[config.mk]
export PLATFORM = sky130hd
export DESIGN_NAME = lsu_mmio
export DESIGN_NICKNAME = d
export VERILOG_FILES = /design/src/rtl/lsu_mmio.sv
export SDC_FILE = /design/constraint.sdc
export NUM_CORES = 1
export LEC_CHECK = 0
export CELL_PAD_IN_SITES_DETAIL_PLACEMENT = 0
export CELL_PAD_IN_SITES_GLOBAL_PLACEMENT = 1
export CORE_MARGIN = 5
export CORE_UTILIZATION = 36
export CTS_CLUSTER_SIZE = 16
export DETAILED_ROUTE_END_ITERATION = 12
export GPL_TIMING_DRIVEN = 0
export HOLD_SLACK_MARGIN = 0.03
export PLACE_DENSITY = 0.86
export SYNTH_ARGS = -nofsm -noshare
export SYNTH_HDL_FRONTEND = slang
export SYNTH_SLANG_ARGS = --single-unit
[constraint.sdc]
create_clock -name clk -period 7.6 [get_ports clk]
set_clock_uncertainty 0.1 [all_clocks]
set_input_delay 0.76 -clock clk [delete_from_list [all_inputs] [get_ports clk]]
set_output_delay 0.76 -clock clk [all_outputs]
set_load 0.02 [all_outputs]
[src/rtl/lsu_mmio.sv]
// RV32I/RV64I load/store unit with local memory-mapped output ports; PORT/ERR respond 1 cycle after accept,
// MEM responds 1 cycle after mem_ack (2 min). One request in flight: req_ready only in IDLE; resp_valid has no backpressure.
module lsu_mmio #(
    parameter int          XLEN         = 32,
    parameter int          NUM_OUTPORTS = 2,
    parameter logic [31:0] OUTPORT_BASE = 32'h0000fffc
) (
    input  logic                         clk,
    input  logic                         rst,
    input  logic                         req_valid,
    output logic                         req_ready,
    input  logic                         req_we,
    input  logic [2:0]                   req_funct3,
    input  logic [XLEN-1:0]              req_addr,
    input  logic [XLEN-1:0]              req_wdata,
    output logic                         resp_valid,
    output logic [XLEN-1:0]              resp_rdata,
    output logic                         resp_err,
    output logic                         mem_req,
    output logic                         mem_we,
    output logic [XLEN-1:0]              mem_addr,
    output logic [XLEN/8-1:0]            mem_be,
    output logic [XLEN-1:0]              mem_wdata,
    input  logic                         mem_ack,
    input  logic [XLEN-1:0]              mem_rdata,
    output logic [NUM_OUTPORTS*XLEN-1:0] outport,
    output logic [NUM_OUTPORTS-1:0]      outport_wr
);

    localparam int NB   = XLEN / 8;
    localparam int OFFW = $clog2(NB);
    localparam logic [XLEN-1:0] ALIGN_MASK = ~XLEN'(NB - 1);

    typedef enum logic [1:0] {
        ST_IDLE,
        ST_MEM,
        ST_RESP
    } state_t;

    state_t state_q, state_d;

    logic                                   we_q, we_d;
    logic [2:0]                             f3_q, f3_d;
    logic [OFFW-1:0]                        off_q, off_d;
    logic [XLEN-1:0]                        addr_q, addr_d;
    logic [NB-1:0]                          be_q, be_d;
    logic [XLEN-1:0]                        wdata_q, wdata_d;
    logic [XLEN-1:0]                        rdata_q, rdata_d;
    logic                                   err_q, err_d;
    logic [NUM_OUTPORTS-1:0][XLEN-1:0]      outport_q, outport_d;
    logic [NUM_OUTPORTS-1:0]                outport_wr_q, outport_wr_d;

    logic [XLEN-1:0]         addr_al;
    logic [OFFW-1:0]         off_in;
    logic [1:0]              size_in;
    logic                    f3_ok;
    logic                    misaligned;
    logic                    req_err;
    logic                    port_hit;
    logic [NUM_OUTPORTS-1:0] port_match;
    logic [NB-1:0]           be_in;
    logic [XLEN-1:0]         wdata_rep;
    logic [XLEN-1:0]         port_rd;

    // Right-justify the addressed lane(s), then sign- or zero-extend by funct3.
    function automatic logic [XLEN-1:0] load_ext(input logic [XLEN-1:0] data,
                                                 input logic [OFFW-1:0] off,
                                                 input logic [2:0]      f3);
        logic [XLEN-1:0] sh;
        logic [XLEN-1:0] res;
        sh = data >> {off, 3'b000};
        case (f3)
            3'b000:  res = XLEN'($signed(sh[7:0]));
            3'b001:  res = XLEN'($signed(sh[15:0]));
            3'b010:  res = XLEN'($signed(sh[31:0]));
            3'b100:  res = XLEN'(sh[7:0]);
            3'b101:  res = XLEN'(sh[15:0]);
            3'b110:  res = XLEN'(sh[31:0]);
            default: res = sh;
        endcase
        return res;
    endfunction

    function automatic logic [XLEN-1:0] merge_bytes(input logic [XLEN-1:0] old_v,
                                                    input logic [XLEN-1:0] new_v,
                                                    input logic [NB-1:0]   be);
        logic [XLEN-1:0] res;
        res = old_v;
        for (int b = 0; b < NB; b++) begin
            if (be[b]) res[b*8 +: 8] = new_v[b*8 +: 8];
        end
        return res;
    endfunction

    assign addr_al = req_addr & ALIGN_MASK;
    assign off_in  = req_addr[OFFW-1:0];
    assign size_in = req_funct3[1:0];

    // Port addresses are compared after alignment so a base that is not XLEN-aligned still decodes.
    for (genvar g = 0; g < NUM_OUTPORTS; g++) begin : g_port
        assign port_match[g] =
            (addr_al == ((XLEN'(OUTPORT_BASE) + XLEN'(g * NB)) & ALIGN_MASK));
    end

    always_comb begin
        f3_ok = 1'b1;
        case (req_funct3)
            3'b011, 3'b110: f3_ok = (XLEN == 64);
            3'b111:         f3_ok = 1'b0;
            default:        f3_ok = 1'b1;
        endcase

        misaligned = 1'b0;
        case (size_in)
            2'd1:    misaligned = req_addr[0];
            2'd2:    misaligned = |req_addr[1:0];
            2'd3:    misaligned = |req_addr[2:0];
            default: misaligned = 1'b0;
        endcase

        req_err  = !f3_ok || misaligned;
        port_hit = !req_err && (|port_match);

        be_in     = '1;
        wdata_rep = req_wdata;
        case (size_in)
            2'd0: begin
                be_in     = NB'(1) << off_in;
                wdata_rep = {NB{req_wdata[7:0]}};
            end
            2'd1: begin
                be_in     = NB'(3) << off_in;
                wdata_rep = {(NB/2){req_wdata[15:0]}};
            end
            2'd2: begin
                be_in     = NB'(4'hF) << off_in;
                wdata_rep = {(XLEN/32){req_wdata[31:0]}};
            end
            default: begin
                be_in     = '1;
                wdata_rep = req_wdata;
            end
        endcase

        port_rd = '0;
        for (int i = 0; i < NUM_OUTPORTS; i++) begin
            if (port_match[i]) port_rd = port_rd | outport_q[i];
        end
    end

    always_ff @(posedge clk) begin
        if (rst) begin
            state_q      <= ST_IDLE;
            we_q         <= 1'b0;
            f3_q         <= 3'b000;
            off_q        <= '0;
            addr_q       <= '0;
            be_q         <= '0;
            wdata_q      <= '0;
            rdata_q      <= '0;
            err_q        <= 1'b0;
            outport_q    <= '0;
            outport_wr_q <= '0;
        end else begin
            state_q      <= state_d;
            we_q         <= we_d;
            f3_q         <= f3_d;
            off_q        <= off_d;
            addr_q       <= addr_d;
            be_q         <= be_d;
            wdata_q      <= wdata_d;
            rdata_q      <= rdata_d;
            err_q        <= err_d;
            outport_q    <= outport_d;
            outport_wr_q <= outport_wr_d;
        end
    end

    always_comb begin
        state_d = state_q;
        case (state_q)
            ST_IDLE: begin
                if (req_valid) state_d = (req_err || port_hit) ? ST_RESP : ST_MEM;
            end
            ST_MEM: begin
                if (mem_ack) state_d = ST_RESP;
            end
            ST_RESP: state_d = ST_IDLE;
            default: state_d = ST_IDLE;
        endcase
    end

    always_comb begin
        we_d         = we_q;
        f3_d         = f3_q;
        off_d        = off_q;
        addr_d       = addr_q;
        be_d         = be_q;
        wdata_d      = wdata_q;
        rdata_d      = rdata_q;
        err_d        = err_q;
        outport_d    = outport_q;
        outport_wr_d = '0;
        case (state_q)
            ST_IDLE: begin
                if (req_valid) begin
                    we_d    = req_we;
                    f3_d    = req_funct3;
                    off_d   = off_in;
                    addr_d  = addr_al;
                    be_d    = be_in;
                    wdata_d = wdata_rep;
                    rdata_d = '0;
                    err_d   = req_err;
                    if (port_hit) begin
                        if (req_we) begin
                            for (int i = 0; i < NUM_OUTPORTS; i++) begin
                                if (port_match[i]) begin
                                    outport_d[i]    = merge_bytes(outport_q[i], wdata_rep, be_in);
                                    outport_wr_d[i] = 1'b1;
                                end
                            end
                        end else begin
                            rdata_d = load_ext(port_rd, off_in, req_funct3);
                        end
                    end
                end
            end
            ST_MEM: begin
                if (mem_ack && !we_q) rdata_d = load_ext(mem_rdata, off_q, f3_q);
            end
            ST_RESP: begin
                rdata_d = '0;
                err_d   = 1'b0;
            end
            default: ;
        endcase
    end

    always_comb begin
        req_ready  = (state_q == ST_IDLE);
        resp_valid = (state_q == ST_RESP);
        mem_req    = (state_q == ST_MEM);
        mem_we     = (state_q == ST_MEM) && we_q;
        mem_be     = (state_q == ST_MEM) ? be_q : '0;
        mem_addr   = addr_q;
        mem_wdata  = wdata_q;
        resp_rdata = rdata_q;
        resp_err   = err_q;
        outport    = outport_q;
        outport_wr = outport_wr_q;
    end

endmodule

==> qor.yml <==
routing:
  first_iter_violations: 932
  ant_nets: 0
  firstDrtPassIters: 5
  drc: 0
  route.vias.total: 9567
  wl_per_cell_um: 21.30
  vias_per_cell: 5.543
  routed_wl_um: 36760
synthesis:
  synth_area_mm2: 0.008693
  yosys_warnings: 0
  synth_cell_types: 59
  synth_cells: 1103
  synth_seq_area_share_pct: 39.84
  synth_edf_count: 0
  async_flop_share_pct: 0
  synth_ff_type: "dfxtp_1"
  synth_seq_cells: 173
  avgSynthCellArea_um2: 7.882
clock_tree:
  clk_latency_ns: 0.44
  cts_hold_buf: 0
  clk_path_buf_depth: 2
  cts_setup_buffers: 0
  clkSinkCount: 173
  htree_num_levels: 4
  clk_pin_slew_ns: 0.07
  cts_tree: "built"
  numCtsBuffers: 17
  ctsRootBufferMaster: "clkbuf_16"
  cts.repair.resized: 0
cells_and_area:
  register_area_mm2: 0.003463
  nets: 1505
  multi_input_area_mm2: 0.004816
  final_util_pct: 52.31
  area_delta_synth_final_pct: 42.07
  finish.instance_area_mm2: 0.01235
  antenna_cells: 0
  stdcell_count: 1726
  num-fill-cells: 2349
  drive_gt1_share_pct: 5.259
floorplan:
  coreArea_mm2: 0.02361
  num_rows: 56
  initial_utilization_pct: 36.82
  chipHeight_um: 165.4
  dieArea_mm2: 0.02736
  die_w_um: 165.4
  ioPinCount: 275
global_routing:
  grt_pass1_wl_um: 54110
  antenna_found_initial: 0
  grt_use_total_pct: 25.92
  grt_overflow: 0
  grt_pass1_vias: 9199
  grt_max_degree: 17
place:
  pre_cts_ws_ns: 2.292
  post-dp-hpwl_um: 28910
  placed_area_mm2: 0.01181
  placed_cells: 1694
  port_buffers: 271
  place_congestion: 0.9501
timing:
  period_share_pct: 65.39
  clock.fmax_ghz: 0.2012
  worst_slack_ns: 2.630
  slew_viol_final: 0
  period_minus_slack_ns: 4.970
  holdWs_ns: 0.3554
  tns_ns: 0
  finalSetupViolations: 0
  rsz0062_at_grt: "no"
  worst_pin_slew_ns: 1.099
  relSlewSlack_pct: 26.21
  finalHoldViolCount: 0
pwr:
  power_density_mw_per_mm2: 195.4
  p_leak_nw: 4.299
  irDropWorstVdd_v: 0.0001405
  totalPowerFinal_mw: 2.414
worst_setup_path:
  path_cells: "clkdlybuf4s50_1 -> clkbuf_1 -> clkbuf_1 -> inv_1 -> ha_1 -> o21ai_0 -> a21oi_1 -> a211o_1 -> clkbuf_1 -> nor4_2 -> clkbuf_1 -> nor2_1 -> a211oi_1"
  crit_top_cell: "clkbuf_1"
  reg2reg_depth: 11
  reg2reg_to: "outport[31]"
  cpPeakStageDelay_ns: 0.89
  reg2reg_slack_ns: 3.82
  end_kind: "flop"
  crit_slowest_cell: "nor4_2"
  cp_max_fo: 10
  critPathLaunchType: "input port"
  cp.required_ns: 7.85
  cp.arrival_ns: 5.22
  setup.worst_path.class: "input port to flop"
  worst_r2r_startpoint: "state_q[1]"
job:
  max_cap_violations: 0
worst_hold_path:
  hold_path_class: "flop to flop"
  min_from: "mem_addr[23]"
  holdPathStages: 2
  holdPathEnd: "mem_addr[23]"
status:
  status: "complete, no violations"
report_power, final:
part / switching [mW] / internal (mW) / leakage, nW
sequential: 0.0342 / 0.964 / 1.41
clock: 0.407 / 0.429 / 0.264
combinational: 0.345 / 0.234 / 2.62
total: 0.786 / 1.63 / 4.30
layer usage:
metal  share of wire (%)  GRT usage, %  up-vias
li1                    -             -     4543
met1                  41         33.09     4543
met2                  47         42.30      431
met3                  10         7.893       50
met4                 2.2         7.687        0
met5                   0             0        -
cell families after synthesis:
logic type / Yosys count / synth area share (%)
AND/OR/NAND/NOR: 407 / 21.72
AO/OA/AOI/OAI: 358 / 26.81
flip-flops: 173 / 39.84
buffers and inverters: 107 / 4.807
multiplexers: 50 / 5.771
adder cells (fa/ha/maj): 7 / 1.007
other: 1 / 0.04314
state kept, by name, indices dropped and copies added, names as in the netlist:
signal / cells
be_q: 4
f3_q: 3
mem_addr: 30
mem_wdata: 32
off_q: 2
outport: 64
outport_wr: 2
resp_err: 1
resp_rdata: 32
state_q: 2
we_q: 1
area by class of cell:
cell class	count	area share, %
timing repair buffer	271	21.96
buffer	95	3.019
clock buffer	20	3.536
multi-input combinational	824	38.99
sequential	173	28.04
clock inverter	12	0.8510
tap	319	3.232
inverter	12	0.3647
synth_stat cells (10+ instances only):
library cell | n | share of area, %
a221oi_1 | 10 | 1.0
nor3_1 | 10 | 0.58
nand2_1 | 175 | 7.6
dfxtp_1 | 173 | 40
or2_2 | 22 | 1.6
nor4_1 | 12 | 0.86
inv_1 | 12 | 0.52
a211oi_1 | 61 | 5.3
a22oi_1 | 39 | 3.4
clkbuf_1 | 77 | 3.3
o21ai_0 | 51 | 2.9
nor2_1 | 120 | 5.2
a21oi_1 | 121 | 7.0
mux2i_1 | 49 | 5.6
nor2b_1 | 13 | 0.94
worst max-delay path: cells and delay by family:
family / cells / cell delay [ns]
compound gates: 4 / 0.80
fa+ha+maj: 1 / 0.28
buf+inv: 6 / 2.40
simple gates: 2 / 0.97
layout by cell type (no fill, tap or decap), types with 8 or more instances in the layout:
cell             count
a22oi_1             39
clkdlybuf4s50_1    271
o21bai_1             9
or2_2               22
a221oi_1            10
nor4_1              12
a211oi_1            61
buf_1                9
clkbuf_1            80
a22o_1               8
a21o_1               8
inv_1               12
mux2i_1             49
dfxtp_1            173
clkbuf_16           17
nor3_1              10
o211ai_1             8
and2_1               9
nor2b_1             13
o31ai_1              8
a21oi_1            121
o21ai_0             51
nand2_1            175
nor2_1             120
worst max path at each step:
stage	startpoint	end	slack (ns)	cells after the start
4_1_cts	req_funct3[1]	outport[31]	2.74	13
3_3_place_gp	req_funct3[1]	outport[30]	2.33	13
5_1_grt	req_funct3[1]	outport[23]	2.38	13
3_5_place_dp	req_funct3[1]	outport[31]	2.29	13
2_1_floorplan	req_funct3[1]	outport[23]	4.11	12
6_report	req_funct3[1]	outport[31]	2.63	13
(Power assumes the default switching activity.)
